<file path="config.mk">
export PLATFORM = sky130hd
export DESIGN_NAME = db_ram_arb
export DESIGN_NICKNAME = d
export VERILOG_FILES = /design/src/rtl/db_ram_arb_pkg.sv /design/src/rtl/db_ram_arb_rr_pick.sv /design/src/rtl/db_ram_arb.sv
export SDC_FILE = /design/constraint.sdc
export NUM_CORES = 1
export LEC_CHECK = 0
export ABC_AREA = 1
export CAP_MARGIN = 15
export CORE_AREA = 2 2 319 321
export DETAILED_ROUTE_END_ITERATION = 16
export DIE_AREA = 0 0 321 323
export PLACE_DENSITY = 0.37
export SLEW_MARGIN = 20
export SYNTH_ARGS = -nofsm -noshare
export SYNTH_HDL_FRONTEND = slang
export SYNTH_SLANG_ARGS = --single-unit
</file>
<file path="constraint.sdc">
create_clock -name clk -period 8.5 [get_ports clk]
set_input_delay 1.7 -clock clk [delete_from_list [all_inputs] [get_ports clk]]
set_output_delay 1.7 -clock clk [all_outputs]
set_load 0.02 [all_outputs]
</file>
<file path="src/rtl/db_ram_arb_pkg.sv">
// Shared widths, state encoding and helpers for the deblocking SRAM port-A arbiter.
package db_ram_arb_pkg;
  localparam int DB_RAM_AW = 5;
  localparam int DB_RAM_DW = 128;

  typedef enum logic {
    ST_IDLE = 1'b0,
    ST_LOCK = 1'b1
  } arb_state_t;

  function automatic int idx_width(input int n);
    return (n > 1) ? $clog2(n) : 1;
  endfunction
endpackage

</file>
<file path="src/rtl/db_ram_arb_rr_pick.sv">
// Round-robin priority encoder: one-hot grant of the first request at or after ptr_i.
module rr_pick
  import db_ram_arb_pkg::*;
#(
  parameter int N  = 3,
  parameter int PW = idx_width(N)
) (
  input  logic [N-1:0]  req_i,
  input  logic [PW-1:0] ptr_i,
  output logic [N-1:0]  gnt_o
);

  logic [PW-1:0] v_idx;
  logic          v_found;

  always_comb begin
    gnt_o   = '0;
    v_found = 1'b0;
    v_idx   = ptr_i;
    for (int i = 0; i < N; i++) begin
      if (!v_found && req_i[v_idx]) begin
        gnt_o[v_idx] = 1'b1;
        v_found      = 1'b1;
      end
      v_idx = (v_idx == PW'(N - 1)) ? '0 : v_idx + PW'(1);
    end
  end

endmodule

</file>
<file path="src/rtl/db_ram_arb.sv">
// Round-robin, burst-locking arbiter for port A of the deblocking SRAM.
// Grants and strobes are combinational; read data returns one cycle later with a registered tag.
module db_ram_arb
  import db_ram_arb_pkg::*;
#(
  parameter int REQ_NUM    = 3,
  parameter int ADDR_WIDTH = DB_RAM_AW,
  parameter int WORD_WIDTH = DB_RAM_DW,
  parameter int MAX_BURST  = 8
) (
  input  logic                          clk,
  input  logic                          rst,
  input  logic [REQ_NUM-1:0]            req_i,
  input  logic [REQ_NUM-1:0]            we_i,
  input  logic [REQ_NUM-1:0]            last_i,
  input  logic [REQ_NUM*ADDR_WIDTH-1:0] addr_i,
  input  logic [REQ_NUM*WORD_WIDTH-1:0] wdata_i,
  output logic [REQ_NUM-1:0]            gnt_o,
  output logic [REQ_NUM-1:0]            rvalid_o,
  output logic [WORD_WIDTH-1:0]         rdata_o,
  output logic                          cena_o,
  output logic                          oena_o,
  output logic                          wena_o,
  output logic [ADDR_WIDTH-1:0]         addra_o,
  output logic [WORD_WIDTH-1:0]         dataa_o,
  input  logic [WORD_WIDTH-1:0]         dataa_i
);

  localparam int PW = idx_width(REQ_NUM);
  localparam int CW = $clog2(MAX_BURST + 1);

  arb_state_t            r_state;
  logic [PW-1:0]         r_rr_ptr;
  logic [PW-1:0]         r_owner;
  logic [CW-1:0]         r_beat_cnt;
  logic [REQ_NUM-1:0]    r_rvalid;
  logic [ADDR_WIDTH-1:0] r_addra;
  logic [WORD_WIDTH-1:0] r_dataa;

  logic [REQ_NUM-1:0]    w_pick;
  logic [REQ_NUM-1:0]    w_gnt;
  logic [PW-1:0]         w_gidx;
  logic [PW-1:0]         w_ptr_next;
  logic                  w_any;
  logic                  w_we;
  logic                  w_last;
  logic                  w_release;
  logic [CW-1:0]         w_cnt_inc;
  logic [ADDR_WIDTH-1:0] w_addr_arr [REQ_NUM];
  logic [WORD_WIDTH-1:0] w_wdata_arr [REQ_NUM];

  rr_pick #(
    .N  (REQ_NUM),
    .PW (PW)
  ) u_rr_pick (
    .req_i (req_i),
    .ptr_i (r_rr_ptr),
    .gnt_o (w_pick)
  );

  for (genvar gi = 0; gi < REQ_NUM; gi++) begin : g_slice
    assign w_addr_arr[gi]  = addr_i[gi*ADDR_WIDTH +: ADDR_WIDTH];
    assign w_wdata_arr[gi] = wdata_i[gi*WORD_WIDTH +: WORD_WIDTH];
  end

  // A locked owner is the only candidate; reset masks every grant so no strobe fires.
  always_comb begin
    w_gnt = '0;
    if (!rst) begin
      if (r_state == ST_IDLE) w_gnt = w_pick;
      else                    w_gnt[r_owner] = req_i[r_owner];
    end
  end

  for (genvar bi = 0; bi < PW; bi++) begin : g_enc
    logic [REQ_NUM-1:0] w_sel;
    for (genvar gi = 0; gi < REQ_NUM; gi++) begin : g_bit
      assign w_sel[gi] = (((gi >> bi) & 1) != 0) ? w_gnt[gi] : 1'b0;
    end
    assign w_gidx[bi] = |w_sel;
  end

  assign w_any      = |w_gnt;
  assign w_we       = we_i[w_gidx];
  assign w_last     = last_i[w_gidx];
  assign w_ptr_next = (w_gidx == PW'(REQ_NUM - 1)) ? '0 : w_gidx + PW'(1);
  assign w_cnt_inc  = (r_beat_cnt == CW'(MAX_BURST)) ? r_beat_cnt : r_beat_cnt + CW'(1);
  assign w_release  = w_last || (w_cnt_inc == CW'(MAX_BURST));

  assign gnt_o    = w_gnt;
  assign cena_o   = ~w_any;
  assign wena_o   = ~(w_any & w_we);
  assign oena_o   = ~(w_any & ~w_we);
  assign addra_o  = w_any ? w_addr_arr[w_gidx] : r_addra;
  assign dataa_o  = w_any ? w_wdata_arr[w_gidx] : r_dataa;
  assign rvalid_o = r_rvalid;
  assign rdata_o  = dataa_i;

  always_ff @(posedge clk or posedge rst) begin
    if (rst) begin
      r_state    <= ST_IDLE;
      r_rr_ptr   <= '0;
      r_owner    <= '0;
      r_beat_cnt <= '0;
      r_rvalid   <= '0;
      r_addra    <= '0;
      r_dataa    <= '0;
    end else begin
      r_rvalid <= w_gnt & ~we_i;
      if (w_any) begin
        r_addra <= w_addr_arr[w_gidx];
        r_dataa <= w_wdata_arr[w_gidx];
        // Hitting MAX_BURST releases the lock exactly like a last beat does.
        if (w_release) begin
          r_state    <= ST_IDLE;
          r_rr_ptr   <= w_ptr_next;
          r_beat_cnt <= '0;
        end else begin
          r_state    <= ST_LOCK;
          r_owner    <= w_gidx;
          r_beat_cnt <= w_cnt_inc;
        end
      end
    end
  end

endmodule

</file>
======== Word-level counts from Yosys, hierarchy flattened ========
Cells that the tools add are included.
operators by class
  eq/ne operators ......................... 5
  bitwise gates (word level) .............. 13
  add/subtract/negate cells ............... 4
  reductions and logical operators ........ 12
  muxes and demuxes ....................... 41
  magnitude comparators ................... 10
operators with widths
  cell                                                                           number
  128-bit 2-to-1 mux                                                             3
  128-bit binary-select mux with 2-bit select                                    1
  2-bit by 3-bit less-than comparator with 1-bit output (second input constant)  5
  3-bit 2-to-1 mux                                                               5
  5-bit 2-to-1 mux                                                               3
  1-bit 2-to-1 mux                                                               13
  1-bit binary-select mux with 2-bit select                                      6
  5-bit binary-select mux with 2-bit select                                      1
  1-bit demux with 2-bit select                                                  4
  4-bit == test (second input constant)                                          2
  2-bit by 1-bit >= comparator with 1-bit output (second input constant)         4
  4-bit 2-to-1 mux                                                               2
  2-bit by 1-bit adder with 2-bit output (second input constant)                 3
  3-bit bitwise AND                                                              2
  2-bit == test (second input constant)                                          3
  1-bit logical AND                                                              6
  2-bit 2-to-1 mux                                                               3
  3-bit OR                                                                       2
  1-bit NOT                                                                      5
  4-bit by 1-bit adder with 4-bit output (second input constant)                 1
  2-bit AND reduction                                                            2
  3-bit >= comparator (second input constant)                                    1
  2-bit NOT with 3-bit output                                                    1
  3-bit NOT                                                                      1
  4 further kinds                                                                6
storage, ports and cells
  register bits after elaboration ......... 145
  input bits .............................. 538
  logic and storage cells ................. 92

======== Depth between registers and ports, before layout ========
Gate-level depths: netlist of the first run.
  depth in word-level cells ............... 17
  depth in mapped cells ................... 18
  gate-level depth less buffers ........... 14

======== Modules after synthesis ========
From an unflattened synthesis of the first run, not the netlist that was laid out.
second synthesis, totals
  cell total of the unflattened synthesis .. 1563
  area, all modules ....................... 10963.0 um^2
modules (own cells, without submodules)
  module      cells an instance  area each (um^2)  sequential area each (um^2)  times used
  db_ram_arb  1522               10757.8           3628.5                       1
  rr_pick     41                 205.2             0.0                          1

======== Least setup slack after synthesis of the first run ========
No wires, ideal clock.
  path kind ............................... input to output
  start point ............................. input req_i[1]
  end point ............................... output dataa_o[110]
  slack ................................... 3.520 ns
  required time ........................... 6.800 ns
  arrival ................................. 3.280 ns
  stages on the path ...................... 13
  path buffers ............................ 2
  cells stage by stage .................... nand3_1 > nand2_1 > nor2_2 > nand3_2 > nand3_2 > nand2_4 > nand2_1 > inv_2 > nand2_4 > inv_4 > buf_6 > clkbuf_2 > o21ai_0
on the way
  word-level cells in the longest chain between the ends .. 16
  elaborated cells on any way between the ends .. 28
  classes of those cells .................. mux: 19; bitwise: 4; reduce/logical: 5
ends and longest elaborated chain
  what                                                   RTL line                  text
  start, declared                                        db_ram_arb.sv:13          input logic [REQ_NUM-1:0] req_i,
  1-bit binary-select mux with 2-bit select              db_ram_arb_rr_pick.sv:21  if (!v_found && req_i[v_idx]) begin
  1-bit 2-to-1 mux (not written as such)                 db_ram_arb_rr_pick.sv:21
  1-bit 2-to-1 mux                                       db_ram_arb_rr_pick.sv:21
  1-bit logical NOT                                      db_ram_arb_rr_pick.sv:21
  1-bit logical AND                                      db_ram_arb_rr_pick.sv:21
  1-bit 2-to-1 mux                                       db_ram_arb_rr_pick.sv:21
  1-bit logical NOT                                      db_ram_arb_rr_pick.sv:21
  1-bit logical AND                                      db_ram_arb_rr_pick.sv:21
  3-bit 2-to-1 mux                                       db_ram_arb_rr_pick.sv:21
  3-bit 2-to-1 mux (*)                                   db_ram_arb.sv:70          if (r_state == ST_IDLE) w_gnt = w_pick;
  3-bit 2-to-1 mux (*)                                   db_ram_arb.sv:69          if (!rst) begin
  2-bit NOT with 3-bit output (not written as such)      db_ram_arb.sv:95          assign dataa_o = w_any ? w_wdata_arr[w_gidx] : r_dataa;
  128-bit binary-select mux with 2-bit select            db_ram_arb.sv:95
  128-bit 2-to-1 mux (not written as such) (2 in a row)  db_ram_arb.sv:95
  128-bit 2-to-1 mux (*)                                 n/a
  end, declared                                          db_ram_arb.sv:25          output logic [WORD_WIDTH-1:0] dataa_o,
Every way passes the cells marked *; elsewhere a longest branch is shown, timed or not. The select of a mux whose other input is x is not followed.

======== Worst setup path after layout of the first run ========
  start point ............................. input req_i[2]
  end point ............................... output dataa_o[56]
The elaborated chain is that of the path after synthesis.

==> results of run 1 <==
-- per-layer routing --
| metal | vias up | GRT usage | routed length (µm) | share of wire |
|---|---|---|---|---|
| met5 | - | 0 | 194 | 0.0033 |
| met4 | 30 | 0.0375 | 1550 | 0.026 |
| met3 | 146 | 0.0470 | 5420 | 0.092 |
| met2 | 520 | 0.178 | 27000 | 0.46 |
| met1 | 4952 | 0.131 | 24500 | 0.42 |
| li1 | 5151 | - | - | - |
-- kinds of logic (layout without fill, tap and decap cells) --
| family | Yosys count | after routing |
|---|---|---|
| AO/OA/AOI/OAI | 278 | 278 |
| AND/OR/NAND/NOR | 742 | 742 |
| buffers and inverters | 245 | 633 |
| other | 0 | 1 |
| adder cells (fa/ha/maj) | 2 | 2 |
| XOR/XNOR | 3 | 3 |
| flip-flops | 145 | 145 |
-- final cells by class --
type,instances,area share
well taps,1309,0.0961
inverters,27,0.00793
diodes,1,0.000147
repair buffers,574,0.337
clock buffers,18,0.0252
clock inverters,14,0.0104
multi-input cells,1025,0.310
flip-flops and latches,145,0.213
-- state kept, by name, indices dropped and copies added (netlist names) --
| name | count |
|---|---|
| r_owner | 2 |
| rvalid_o | 3 |
| r_dataa | 128 |
| r_addra | 5 |
| r_beat_cnt | 4 |
| r_state | 1 |
| r_rr_ptr | 2 |
-- cells in the mapped netlist (all sizes together) --
library cell / count
o2111ai: 1
nand3: 18
xor2: 3
a21boi: 132
buf: 180
inv: 27
ha: 2
o211ai: 1
nor3: 1
nand2: 700
dfrtp: 145
a31oi: 2
clkbuf: 38
o21ai: 138
nand4: 9
or2: 1
a21oi: 4
nor2: 13
-- how the worst max path moves through the flow --
stage               depth (start not counted)     start     endpoint
finish                                     15  req_i[2]  dataa_o[56]
global placement                           15  req_i[2]  dataa_o[56]
CTS                                        15  req_i[2]  dataa_o[56]
detailed placement                         15  req_i[2]  dataa_o[56]
floorplan                                   1       rst   r_addra[0]
global route                               15  req_i[2]  dataa_o[56]
-- where the power goes --
| group | internal, mW | switching [mW] |
|---|---|---|
| Combinational | 1.97 | 3.10 |
| Sequential | 1.04 | 0.139 |
| Clock | 0.466 | 0.381 |
| Total | 3.48 | 3.62 |
-- cell usage in the layout, fill, tap and decap left out, types with 9 or more instances in the layout --
cell                              count
sky130_fd_sc_hd__nand2_1            604
sky130_fd_sc_hd__nand2_2             93
sky130_fd_sc_hd__buf_4               20
sky130_fd_sc_hd__nor2_1              11
sky130_fd_sc_hd__o21ai_0             19
sky130_fd_sc_hd__nand4_1              9
sky130_fd_sc_hd__dfrtp_1            145
sky130_fd_sc_hd__clkdlybuf4s50_1    549
sky130_fd_sc_hd__clkbuf_16           17
sky130_fd_sc_hd__a21boi_0           132
sky130_fd_sc_hd__o21ai_2            100
sky130_fd_sc_hd__o21ai_1             19
sky130_fd_sc_hd__nand3_1             16
sky130_fd_sc_hd__inv_1               19
-- worst max-delay path, stage by stage --
cell,delay (ns)
sky130_fd_sc_hd__clkdlybuf4s50_1,0.60
sky130_fd_sc_hd__inv_1,0.11
sky130_fd_sc_hd__nand3_1,0.10
sky130_fd_sc_hd__nand2_1,0.07
sky130_fd_sc_hd__nor2_1,0.15
sky130_fd_sc_hd__nand3_2,0.09
sky130_fd_sc_hd__nand3_2,0.12
sky130_fd_sc_hd__nand2_8,0.18
sky130_fd_sc_hd__inv_6,0.59
sky130_fd_sc_hd__buf_4,0.38
sky130_fd_sc_hd__nand2_1,0.08
sky130_fd_sc_hd__nand2_1,0.07
sky130_fd_sc_hd__a21boi_0,0.29
sky130_fd_sc_hd__o21ai_2,0.26
sky130_fd_sc_hd__clkdlybuf4s50_1,0.63
==> results.cfg, run 1 <==
[pwr]
post-layout-total-power_mw = 7.10
pwr_density_cell_mw_per_mm2 = 417
power.static_leakage_nw = 7.06
vdd_ir_drop_max_v = 0.000297

[sta]
max_slew.worst_pin.slew_ns = 0.893
period_utilisation_layout = 0.846
post-route-min-period_ns = 7.19
timing.final.setup_violations = 0
timing_hold_violations_final = 0
finalSetupTns_ns = 0
fin_ws_ns = 1.31
max-slew-margin-rel = 0.405
finalHoldWorstSlack_ns = 0.473
grt_setup_unrepaired = false
report.final.slew_viol_count = 0
fmaxAchievable_ghz = 0.139
finClkSkew_ns = 0.0120

[cts]
cts_made_buffers = 17
cts-root-to-sink-buffers = 2
cts_tree = yes
cts.htree.levels = 4
clock_sinks = 145
cts_hold_buf = 0
postCtsSetupRepairBufs = 0
worst_skew_late_latency_ns = 0.48
root_buffer = sky130_fd_sc_hd__clkbuf_16
clk_pin_slew_ns = 0.06
post_cts.resized_instances = 0

[floorplanning]
dieArea_mm2 = 0.104
io_pins = 808
die_w_um = 321
rows = 117
starting_density_of_the_core = 0.105
die_height_um = 323
core_mm2 = 0.101

[global_routing]
total_global_routing_overflow = 0
grt_pass1_wl_um = 82400
global_route.usage.total = 0.110
first_global_vias = 11194
grt_antenna_before_repair = 28
grt_max_degree = 128

[layout]
area.sequential_mm2 = 0.00363
fin_nets = 2330
final_core_utilization = 0.169
syn2layout_area_growth_pct = 60.6
post_route_cell_area_mm2 = 0.0170
fill_count = 11384
layoutNonFillerInstCount = 3113
area_of_the_multi_input_gates_mm2 = 0.00528
drive_gt1_frac = 0.147

[placed_design]
placement.io_buffers = 551
placement.cell_area_mm2 = 0.0164
detailedPlacementHpwl_um = 45400
dp_cells = 3080
place_congestion = 0.825
placement_setup_slack_ns = 1.31

[synthesis]
syn_inst = 1415
yosys-mux-area-fraction = 0
yosys_warnings = 0
synthDominantAreaCellType = sky130_fd_sc_hd__dfrtp_1
yosys.area.top_type_share = 0.342
synth_simple_gate_area_frac = 0.293
synth_top_cells_by_area = sky130_fd_sc_hd__dfrtp_1 (34%), sky130_fd_sc_hd__nand2_1 (21%), sky130_fd_sc_hd__buf_4 (9.4%)
synth_compound_gate_area_share = 0.198
synthAdderAreaFrac = 0.00236
synth_top_family_by_area = simple AND/OR/NAND/NOR gates
synth_xor_xnor_area_share = 0.00248
synth-seq-cells = 145
mean_instance_size_in_the_synthesized_netlist_um2 = 7.50
yosysUniqueCellTypes = 32
synth-seq-area-share = 0.342
synth_fp_nets = 1955
cell_area_after_technology_mapping_mm2 = 0.0106

[route]
wl_um = 58600
post_drt_wl_per_cell_um = 18.8
detailedRoute.firstPassIterationCount = 5
vias = 10799
detailedRoute.firstIterationViolations = 394
post_drt_via_cell_ratio = 3.47
route.antenna.remaining_nets = 0
drt_drc_violations_left = 0

[worst_setup_path]
crit-reg2reg-capture = r_dataa[56]
worst_setup_path_end_kind = output port
timing.critical_path.from_type = input pin
timing.setup.critical_path_class = input pin to output port
timing.critical_path.required_ns = 6.80
r2r.worst_path.cells = 13
r2r_start = r_rr_ptr[1]
arrival_time_at_the_worst_endpoint_ns = 5.49
path_max_fanout = 71
reg2reg_slack_ns = 5.19

[run]
cap_viol_max_count = 0

[hold_path]
timing.hold.worst_path_depth = 2
min_to = r_dataa[59]
min_from = r_dataa[59]
hold_class = flip-flop to flip-flop

[status]
status = finished clean
Power figures use the tool's default switching activity.
==> inputs of run 2 (changes only) <==
--- a/config.mk
+++ b/config.mk
@@ -7,10 +7,10 @@
 export LEC_CHECK = 0
 export ABC_AREA = 1
 export CAP_MARGIN = 15
-export CORE_AREA = 2 2 319 321
+export CORE_AREA = 2 2 318 320
 export DETAILED_ROUTE_END_ITERATION = 16
-export DIE_AREA = 0 0 321 323
-export PLACE_DENSITY = 0.37
+export DIE_AREA = 0 0 320 322
+export PLACE_DENSITY = 0.38
 export SLEW_MARGIN = 20
 export SYNTH_ARGS = -nofsm -noshare
 export SYNTH_HDL_FRONTEND = slang
==> constraint.sdc (replaced) <==
create_clock -name clk -period 6 [get_ports clk]
set_input_delay 1.2 -clock clk [delete_from_list [all_inputs] [get_ports clk]]
set_output_delay 1.2 -clock clk [all_outputs]
set_load 0.02 [all_outputs]
==> results.cfg, run 2 (synthesis results as in run 1) <==
[status]
status = finished clean

[sta]
report.final.slew_viol_count = 0
fmaxAchievable_ghz = 0.177
timing.final.setup_violations = 0
finalHoldWorstSlack_ns = 0.476
finalSetupTns_ns = 0
grt_setup_unrepaired = false
post-route-min-period_ns = 5.64
max_slew.worst_pin.slew_ns = 0.762
timing_hold_violations_final = 0
fin_ws_ns = 0.357
period_utilisation_layout = 0.940
finClkSkew_ns = 0.00946
max-slew-margin-rel = 0.492

[cts]
post_cts.resized_instances = 0
cts-root-to-sink-buffers = 2
clock_sinks = 145
cts.htree.levels = 4
worst_skew_late_latency_ns = 0.49
root_buffer = sky130_fd_sc_hd__clkbuf_16
clk_pin_slew_ns = 0.06
cts_tree = yes
cts_made_buffers = 17
cts_hold_buf = 0
postCtsSetupRepairBufs = 0

[floorplanning]
starting_density_of_the_core = 0.107
io_pins = 808
rows = 116
core_mm2 = 0.0996
dieArea_mm2 = 0.103
die_w_um = 320
die_height_um = 322

[global_routing]
grt_max_degree = 87
grt_antenna_before_repair = 19
grt_pass1_wl_um = 85500
total_global_routing_overflow = 0
global_route.usage.total = 0.115
first_global_vias = 11523

[placed_design]
place_congestion = 0.846
detailedPlacementHpwl_um = 47700
placement.io_buffers = 551
dp_cells = 3090
placement_setup_slack_ns = 0.346

[worst_setup_path]
worst_setup_path_end_kind = output port
arrival_time_at_the_worst_endpoint_ns = 4.44
timing.critical_path.required_ns = 4.80
path_max_fanout = 53
timing.critical_path.from_type = input pin
critical_path.max_stage_delay_ns = 0.69
critical_path.n_buffers_inverters = 4
crit_path_cell_trace = clkdlybuf4s50_1 -> inv_1 -> o2111ai_1 -> nand3_2 -> nand2_8 -> buf_4 -> nand2_1 -> nand2_1 -> a21boi_0 -> o21ai_0 -> clkdlybuf4s50_1
cpLargestDelayFamily = buffers and inverters
critical-path-slowest-cell = sky130_fd_sc_hd__clkdlybuf4s50_1
timing.setup.critical_path_class = input pin to output port

[layout]
syn2layout_area_growth_pct = 65.1
fin_nets = 2351
drive_gt1_frac = 0.171
max_flop_register = r_dataa
largest_registers = r_dataa: 128 flops, r_addra: 5 flops, r_beat_cnt: 4 flops
mostFrequentLayoutCells = sky130_fd_sc_hd__nand2_1 (604), sky130_fd_sc_hd__clkdlybuf4s50_1 (523), sky130_fd_sc_hd__dfrtp_1 (145)
largest_reg_flops = 128
layout.cells.most_common = sky130_fd_sc_hd__nand2_1
layoutNonFillerInstCount = 3123

[pwr]
power.static_leakage_nw = 7.32
pwr_density_cell_mw_per_mm2 = 614
post-layout-total-power_mw = 10.8
vdd_ir_drop_max_v = 0.000417

[route]
detailedRoute.firstIterationViolations = 409
vias = 10829
wl_um = 60300
post_drt_via_cell_ratio = 3.47
drt_drc_violations_left = 0
detailedRoute.firstPassIterationCount = 4
route.antenna.remaining_nets = 0
post_drt_wl_per_cell_um = 19.3

[hold_path]
hold_class = flip-flop to flip-flop

[run]
cap_viol_max_count = 0
-- run 2: cell type report --
cell class	instances	area (µm²)
fillers	11235	82000
repair buffers	595	6230
multi-input cells	1025	5280
flip-flops and latches	145	3630
well taps	1298	1620
clock buffers	19	443
clock inverters	13	174
inverters	27	135
diodes	1	2.50
-- run 2: power by group --
part	switching [mW]	total, mW	leakage, nW	internal, mW
logic	4.59	7.86	5.22	3.28
clock network	0.538	1.21	0.296	0.672
registers	0.205	1.68	1.80	1.47
total	5.33	10.8	7.32	5.42
-- run 2: metal layers --
layer	routed length, µm	share of wire	vias to the layer above	track usage
li1	-	-	5188	-
met3	5440	0.090	139	0.0490
met2	28200	0.47	491	0.189
met1	24800	0.41	4987	0.134
met4	1600	0.027	24	0.0396
met5	188	0.0031	-	0.00331
-- run 2: worst paths after layout --
check / from / endpoint / slack [ns] / cells after the start
min: r_dataa[72] / r_dataa[72] / 0.48 / 2
max in group asynchronous: rst / r_dataa[13] / 3.63 / 3
min in group asynchronous: rst / r_rr_ptr[0] / 1.30 / 2
max: req_i[2] / addra_o[3] / 0.36 / 11
min reg2reg: r_dataa[72] / r_dataa[72] / 0.48 / 2
max reg2reg: r_rr_ptr[1] / r_dataa[26] / 3.00 / 15
-- run 2: metrics by stage --
| stage | util | area (µm²) |
|---|---|---|
| 2_1_floorplan | - | 10600 |
| 3_3_place_gp | 0.170 | 16900 |
| 3_5_place_dp | 0.170 | 16900 |
| 4_1_cts | 0.176 | 17500 |
| 5_1_grt | 0.176 | 17500 |
| 6_report | 0.176 | 17500 |
-- run 2: worst register-to-register path, delay by kind of cell, from the launching register on --
family,cells,cell delay [ns]
AOI/OAI and AO/OA,1,0.16
and+or+nand+nor,9,1.00
buffers and inverters,5,1.18
DFF,1,0.55
